File: src/rtl/ms_game_ctrl.sv
// Game sequencer for the 5x5 minesweeper datapath.
// Takes cell picks, filters bad ones, and steps the datapath through a move.
module ms_game_ctrl #(
  parameter int NCELLS  = 25,
  parameter int CELL_W  = 5,
  parameter int TIMEOUT = 64,
  parameter int MOVE_W  = 5
) (
  input  logic              clka,
  input  logic              restart_n,
  input  logic              start_req,
  input  logic              in_valid,
  input  logic [CELL_W-1:0] in_cell,
  output logic              in_ready,
  input  logic              alu_done,
  input  logic              display_done,
  input  logic              gameover,
  input  logic              win,
  output logic              start,
  output logic              load,
  output logic              decode,
  output logic              alu,
  output logic              display,
  output logic [CELL_W-1:0] data,
  output logic              busy,
  output logic              game_over,
  output logic              game_won,
  output logic [MOVE_W-1:0] moves,
  output logic              bad_cell,
  output logic              err
);

  localparam int WD_W = $clog2(TIMEOUT + 1);
  localparam logic [WD_W-1:0] WD_LAST = WD_W'(TIMEOUT - 1);
  localparam logic [CELL_W:0] NC = (CELL_W + 1)'(NCELLS);

  typedef enum logic [3:0] {
    S_IDLE, S_START, S_WAIT, S_LOAD, S_DEC,
    S_ALU, S_DISP, S_OVER, S_ERR
  } state_t;

  state_t state, nxt;

  logic [NCELLS-1:0] mask;
  logic [WD_W-1:0]   wd;
  logic in_range, seen, hs;
  logic accept, reject, latch, trip;

  // State register
  always_ff @(posedge clka or negedge restart_n) begin
    if (!restart_n) state <= S_IDLE;
    else            state <= nxt;
  end

  // Next-state and control decode
  always_comb begin
    nxt      = state;
    in_ready = 1'b0;
    start    = 1'b0;
    load     = 1'b0;
    decode   = 1'b0;
    alu      = 1'b0;
    display  = 1'b0;
    busy     = 1'b0;
    accept   = 1'b0;
    reject   = 1'b0;
    latch    = 1'b0;
    trip     = 1'b0;
    in_range = ({1'b0, in_cell} < NC);
    seen     = in_range ? mask[in_cell] : 1'b1;
    hs       = 1'b0;
    unique case (state)
      S_IDLE: begin
        if (start_req) nxt = S_START;
      end
      S_START: begin
        start = 1'b1;
        nxt   = S_WAIT;
      end
      S_WAIT: begin
        in_ready = !start_req;
        hs       = in_valid && in_ready;
        if (start_req) begin
          nxt = S_START;
        end else if (hs && !seen) begin
          accept = 1'b1;
          nxt    = S_LOAD;
        end else if (hs) begin
          reject = 1'b1;
        end
      end
      S_LOAD: begin
        load = 1'b1;
        busy = 1'b1;
        nxt  = S_DEC;
      end
      S_DEC: begin
        decode = 1'b1;
        busy   = 1'b1;
        nxt    = S_ALU;
      end
      S_ALU: begin
        alu  = 1'b1;
        busy = 1'b1;
        // first cycle may still see the previous move's done flag
        if (alu_done && wd != '0) begin
          latch = 1'b1;
          nxt   = S_DISP;
        end else if (wd == WD_LAST) begin
          trip = 1'b1;
          nxt  = S_ERR;
        end
      end
      S_DISP: begin
        display = 1'b1;
        busy    = 1'b1;
        if (display_done && wd != '0) begin
          nxt = game_over ? S_OVER : S_WAIT;
        end else if (wd == WD_LAST) begin
          trip = 1'b1;
          nxt  = S_ERR;
        end
      end
      S_OVER, S_ERR: begin
        if (start_req) nxt = S_START;
      end
      default: nxt = S_IDLE;
    endcase
  end

  // Watchdog: counts cycles spent in ALU/DISP, zeroed on every state change
  always_ff @(posedge clka or negedge restart_n) begin
    if (!restart_n)
      wd <= '0;
    else if (nxt != state)
      wd <= '0;
    else if (state == S_ALU || state == S_DISP)
      wd <= wd + 1'b1;
    else
      wd <= '0;
  end

  // Pick bookkeeping: accepted cell, picked mask, move count, reject pulse
  always_ff @(posedge clka or negedge restart_n) begin
    if (!restart_n) begin
      data     <= '0;
      mask     <= '0;
      moves    <= '0;
      bad_cell <= 1'b0;
    end else begin
      bad_cell <= reject;
      if (state == S_START) begin
        mask  <= '0;
        moves <= '0;
      end else if (accept) begin
        data          <= in_cell;
        mask[in_cell] <= 1'b1;
        if (moves != '1) moves <= moves + 1'b1;
      end
    end
  end

  // Game status flags and watchdog error
  always_ff @(posedge clka or negedge restart_n) begin
    if (!restart_n) begin
      game_over <= 1'b0;
      game_won  <= 1'b0;
      err       <= 1'b0;
    end else if (state == S_START) begin
      game_over <= 1'b0;
      game_won  <= 1'b0;
      err       <= 1'b0;
    end else begin
      if (latch) begin
        game_over <= gameover;
        game_won  <= win;
      end
      if (trip) err <= 1'b1;
    end
  end

endmodule
File: config.mk
export PLATFORM = sky130hd
export DESIGN_NAME = ms_game_ctrl
export DESIGN_NICKNAME = d
export VERILOG_FILES = /design/src/rtl/ms_game_ctrl.sv
export SDC_FILE = /design/constraint.sdc
export NUM_CORES = 1
export LEC_CHECK = 0
export CAP_MARGIN = 20
export CORE_ASPECT_RATIO = 0.75
export CORE_MARGIN = 5
export CORE_UTILIZATION = 28
export DETAILED_ROUTE_END_ITERATION = 7
export PLACE_DENSITY = 0.47
export SKIP_LAST_GASP = 1
export SLEW_MARGIN = 0
export SYNTH_ARGS = -nofsm -noshare
export SYNTH_HDL_FRONTEND = slang
export SYNTH_SLANG_ARGS = --single-unit
export TNS_END_PERCENT = 1
File: constraint.sdc
create_clock -name clka -period 5.8 [get_ports clka]
set_input_delay 1.16 -clock clka [delete_from_list [all_inputs] [get_ports clka]]
set_output_delay 1.16 -clock clka [all_outputs]
set_load 0.01 [all_outputs]
### After elaboration in Yosys (flattened, before gate mapping)

Index checks and enable logic that the tools add are counted.

* bits in registers: 50
* input port bits: 13

* add/subtract/negate cells: 2
* magnitude comparators: 3
* equality and inequality tests: 11
* multiplexer cells: 46
* bitwise logic cells: 2
* reductions and logical operators: 18

Operators with widths (count)
* 2-to-1 mux 25 bit: 2
* 2-to-1 mux 1 bit: 28
* one-hot mux 4 bit (7 select lines): 1
* bitwise OR 25 bit: 1
* 2-to-1 mux 4 bit: 6
* equality test 4 x 3 -> 1 bit (second input constant): 4
* 2-to-1 mux 5 bit: 3
* 2-to-1 mux 7 bit: 2
* equality test 4 x 2 -> 1 bit (second input constant): 2
* nonzero test 2 bit: 4
* adder 7 x 1 -> 7 bit (second input constant): 1
* equality test 7 x 6 -> 1 bit (second input constant): 1
* nonzero test 7 bit: 1
* < comparator 5 x 6 -> 1 bit (second input constant): 1
* adder 5 x 1 -> 5 bit (second input constant): 1
* binary-select mux 1 bit (select 5 bit): 1
* demux 1 bit (select 5 bit): 1
* >= comparator 5 x 1 -> 1 bit (second input constant): 1
* logical AND 1 bit: 5
* < comparator 5 bit (second input constant): 1
* != test 5 bit (second input constant): 1
* equality test 4 x 1 -> 1 bit (second input constant): 1
* equality test 4 bit (second input constant): 1
* zero test 4 bit: 1
* other kinds (9): 11

### Depth between registers and ports, before layout

* word-level depth: 10
* depth in mapped cells: 8

### Worst setup path before layout

No wires, ideal clock.

* path type: input to register
* from: input in_cell[1]
* to: register data[0]
* data arrival time: 2796 ps
* data required time: 5675 ps
* path slack: 2879 ps
* cell stages on the path: 7
* buffers on the path: 2
* cells stage by stage: buf_6 mux2_4 a31o_1 nor4_4 o211ai_4 buf_6 mux2_4

* cells in the longest elaborated chain, start to end: 9
* elaborated cells between the ends (all ways): 10
* classes of those cells: 1 x order compare; 6 x mux; 3 x reduce/logical

RTL lines
* from (decl): RTL line 13 `input logic [CELL_W-1:0] in_cell,`
* binary-select mux 1 bit (select 5 bit): RTL line 70 `seen = in_range ? mask[in_cell] : 1'b1;`
* 2-to-1 mux 1 bit (not written as such): RTL line 70
* 2-to-1 mux 1 bit (*): RTL line 70
* zero test 1 bit (*): RTL line 85 `end else if (hs && !seen) begin`
* logical AND 1 bit (*): RTL line 85
* 2-to-1 mux 1 bit (*): RTL line 85
* 2-to-1 mux 1 bit (*): RTL line 83 `if (start_req) begin`
* 2-to-1 mux 1 bit (*): RTL line 72 `unique case (state)`
* AND reduction 2 bit (no line) (*)
* to (signal assigned): RTL line 156 `data <= in_cell;`
* to (decl): RTL line 24 `output logic [CELL_W-1:0] data,`

Every way passes the cells marked *; elsewhere a longest branch is shown, timed or not. The select of a mux whose other input is x is not followed.
A chain may end at the register's enable or synchronous reset.

### Final worst setup path

* from: input in_cell[1]
* to: register data[4]

Same word-level chain as after synthesis.

==> impl_metrics.json <==
{
  "drv_cap": 0,
  "io_pins": 34,
  "path_class": "primary input to flip-flop",
  "cts_buffer_depth": 2,
  "cts_sinks": 50,
  "hold_class": "flip-flop to flip-flop",
  "cts_resized": 0,
  "die_h_um": 95.8,
  "netlist_area_sq_um": 2750,
  "routabilityCongestion": 0.765,
  "relSlewSlack_pct": 34.4,
  "dieWidth_um": 124,
  "hpwl_um": 4560,
  "rows": 31,
  "insertion_delay_ns": 0.29,
  "yosysTopAreaCell": "dfrtp_1",
  "synth_cell_type_count": 50,
  "place_ws_ns": 1.48,
  "dieArea_sq_um": 11900,
  "grt_pass1_vias": 2064,
  "vias": 2111,
  "drtAntennaViolNets": 0,
  "yosysMostFrequentCell": "dfrtp_1",
  "syn_nets": 292,
  "cp_data_required_time_ns": 5.97,
  "cts_tree": "done",
  "htree_levels": 2,
  "path_clk_slew_ns": 0.07,
  "drive_gt1_share_pct": 9.63,
  "num-nets-final": 317,
  "antenna_cells": 0,
  "timing.final.ws_setup_ns": 1.78,
  "postCtsSetupRepairBufs": 0,
  "end_kind": "flip-flop",
  "rsz0062_at_grt": "false",
  "stdcell_area_sq_um": 3310,
  "cts_root_buffer": "clkbuf_16",
  "synth.area.top_cells": "dfrtp_1 (45%), o31ai_1 (6.0%), nand2_1 (5.3%)",
  "power_density_nw_per_um2": 344,
  "port_buffers": 33,
  "antenna_found_initial": 0,
  "ys_seq_area_share_pct": 45.5,
  "fin_tns_setup_ns": 0,
  "synth_flop_cell": "dfrtp_1",
  "worstPathMaxFanout": 31,
  "vdd.ir_drop.worst_mv": 0.113,
  "placed_area_sq_um": 3160,
  "hold_buffers": 0,
  "hold_ws_ns": 0.474,
  "yosysWarnings": 0,
  "drv_slew": 0,
  "start_kind": "primary input",
  "synth_seq_cells": 50,
  "p_leak_nw": 1.42,
  "grt_overflow": 0,
  "hold_violations": 0,
  "yosys.area.top_type_share_pct": 45.5,
  "synth_edf_count": 0,
  "setup_viol": 0,
  "min_period_ns": 4.02,
  "grt_use_total_pct": 11.8,
  "synth.avg_cell_area_sq_um": 10.0,
  "routedWlPerCell_um": 15.2,
  "routed_wl_um": 6590,
  "status": "finished, final reports clean",
  "synth_cells": 275,
  "worstMarginPinSlew_ns": 0.980,
  "grt_max_degree": 51,
  "arrival_ns": 4.19,
  "cts_buffers": 5,
  "skew_ns": 0.00866,
  "yosys-top-cells-count": "dfrtp_1 (50), nand2_1 (39), o31ai_1 (22), inv_1 (15), nor2_1 (14)",
  "start_util_pct": 28.6,
  "fmax_mhz": 249,
  "drc": 0,
  "vias_per_cell": 4.88,
  "synthArstFlopShare_pct": 100,
  "min_period_over_period_pct": 69.3,
  "first_pass_iters": 4,
  "core_area_sq_um": 9620,
  "grt_pass1_wl_um": 11200,
  "syn_to_final_growth_pct": 20.3,
  "drt-initial-drc-count": 102
}
[layer usage]
metal | global-route usage [%] | share of wire [%] | wire [um]
met2 | 16.8 | 41 | 2670
met1 | 17.7 | 54 | 3560
met5 | 0 | 0 | 0
met3 | 2.66 | 4.4 | 290
met4 | 3.28 | 0.97 | 64
[registers in the layout, summed over array words and instances, names as in the netlist]
| signal | cells |
|---|---|
| mask | 25 |
| wd | 7 |
| data | 5 |
| moves | 5 |
| state | 4 |
| bad_cell | 1 |
| err | 1 |
| game_over | 1 |
| game_won | 1 |
[where the power goes]
part,total [W],internal (W),switching (W)
sequential,0.000438,0.000388,0.0000501
clock,0.000302,0.000171,0.000130
combinational,0.000397,0.000181,0.000217
total,0.00114,0.000740,0.000397
[stage by stage]
stage	total power (W)	instances	utilization, %
after CTS	0.00116	433	34.4
after global placement	0.000847	425	32.8
final	0.00114	433	34.4
after floorplan	0.000681	275	-
after detailed placement	0.000850	425	32.8
after global routing	0.00121	433	34.4
[cells in the final DEF, fill, tap and decap left out, drive strengths merged, types with 9 or more instances in the layout]
cell type      Yosys  routed
dfrtp             50      50
nand2             39      39
clkdlybuf4s50      0      32
o31ai             26      26
inv               15      15
nor2              14      14
nand3             13      13
mux2i             11      11
nor3              10      10
nand2b             9       9
[path summary, 6_finish.rpt]
check | slack [ns] | depth (start not counted) | startpoint | endpoint
setup / recovery | 1.78 | 6 | in_cell[1] | data[4]$_DFFE_PN0P_
hold / removal | 0.47 | 2 | mask[14]$_DFFE_PN0P_ | mask[14]$_DFFE_PN0P_
setup reg to reg | 3.42 | 5 | mask[7]$_DFFE_PN0P_ | data[4]$_DFFE_PN0P_
hold reg to reg | 0.47 | 2 | mask[14]$_DFFE_PN0P_ | mask[14]$_DFFE_PN0P_
max in group asynchronous | 4.36 | 2 | restart_n | mask[18]$_DFFE_PN0P_
min in group asynchronous | 0.96 | 2 | restart_n | wd[5]$_DFF_PN0_
[critical path, cell delays in order]
cell	delay, ns
clkdlybuf4s50_1	0.82
mux4_2	0.53
a22oi_1	0.06
o2111a_1	0.36
o211ai_4	0.82
mux2_2	0.41
[cell type report]
cell class | instances | area, sq um
timing repair buffer | 35 | 340
multi-input combinational | 193 | 1350
inverter | 15 | 56.3
fill | 1009 | 6310
clock inverter | 2 | 12.5
sequential | 50 | 1250
tap | 132 | 165
clock buffer | 6 | 139
[logic make-up (layout without fill, tap and decap cells)]
| family | after synthesis | in the layout | synth area share [%] |
|---|---|---|---|
| flip-flops | 50 | 50 | 45.5 |
| XOR/XNOR | 5 | 5 | 1.59 |
| multiplexers | 21 | 21 | 9.60 |
| adder cells (fa/ha/maj) | 4 | 4 | 1.82 |
| buffers and inverters | 32 | 58 | 5.59 |
| AO/OA/AOI/OAI | 59 | 59 | 17.5 |
| AND/OR/NAND/NOR | 104 | 104 | 18.5 |
Note: power is estimated with default switching activity, not from simulation.
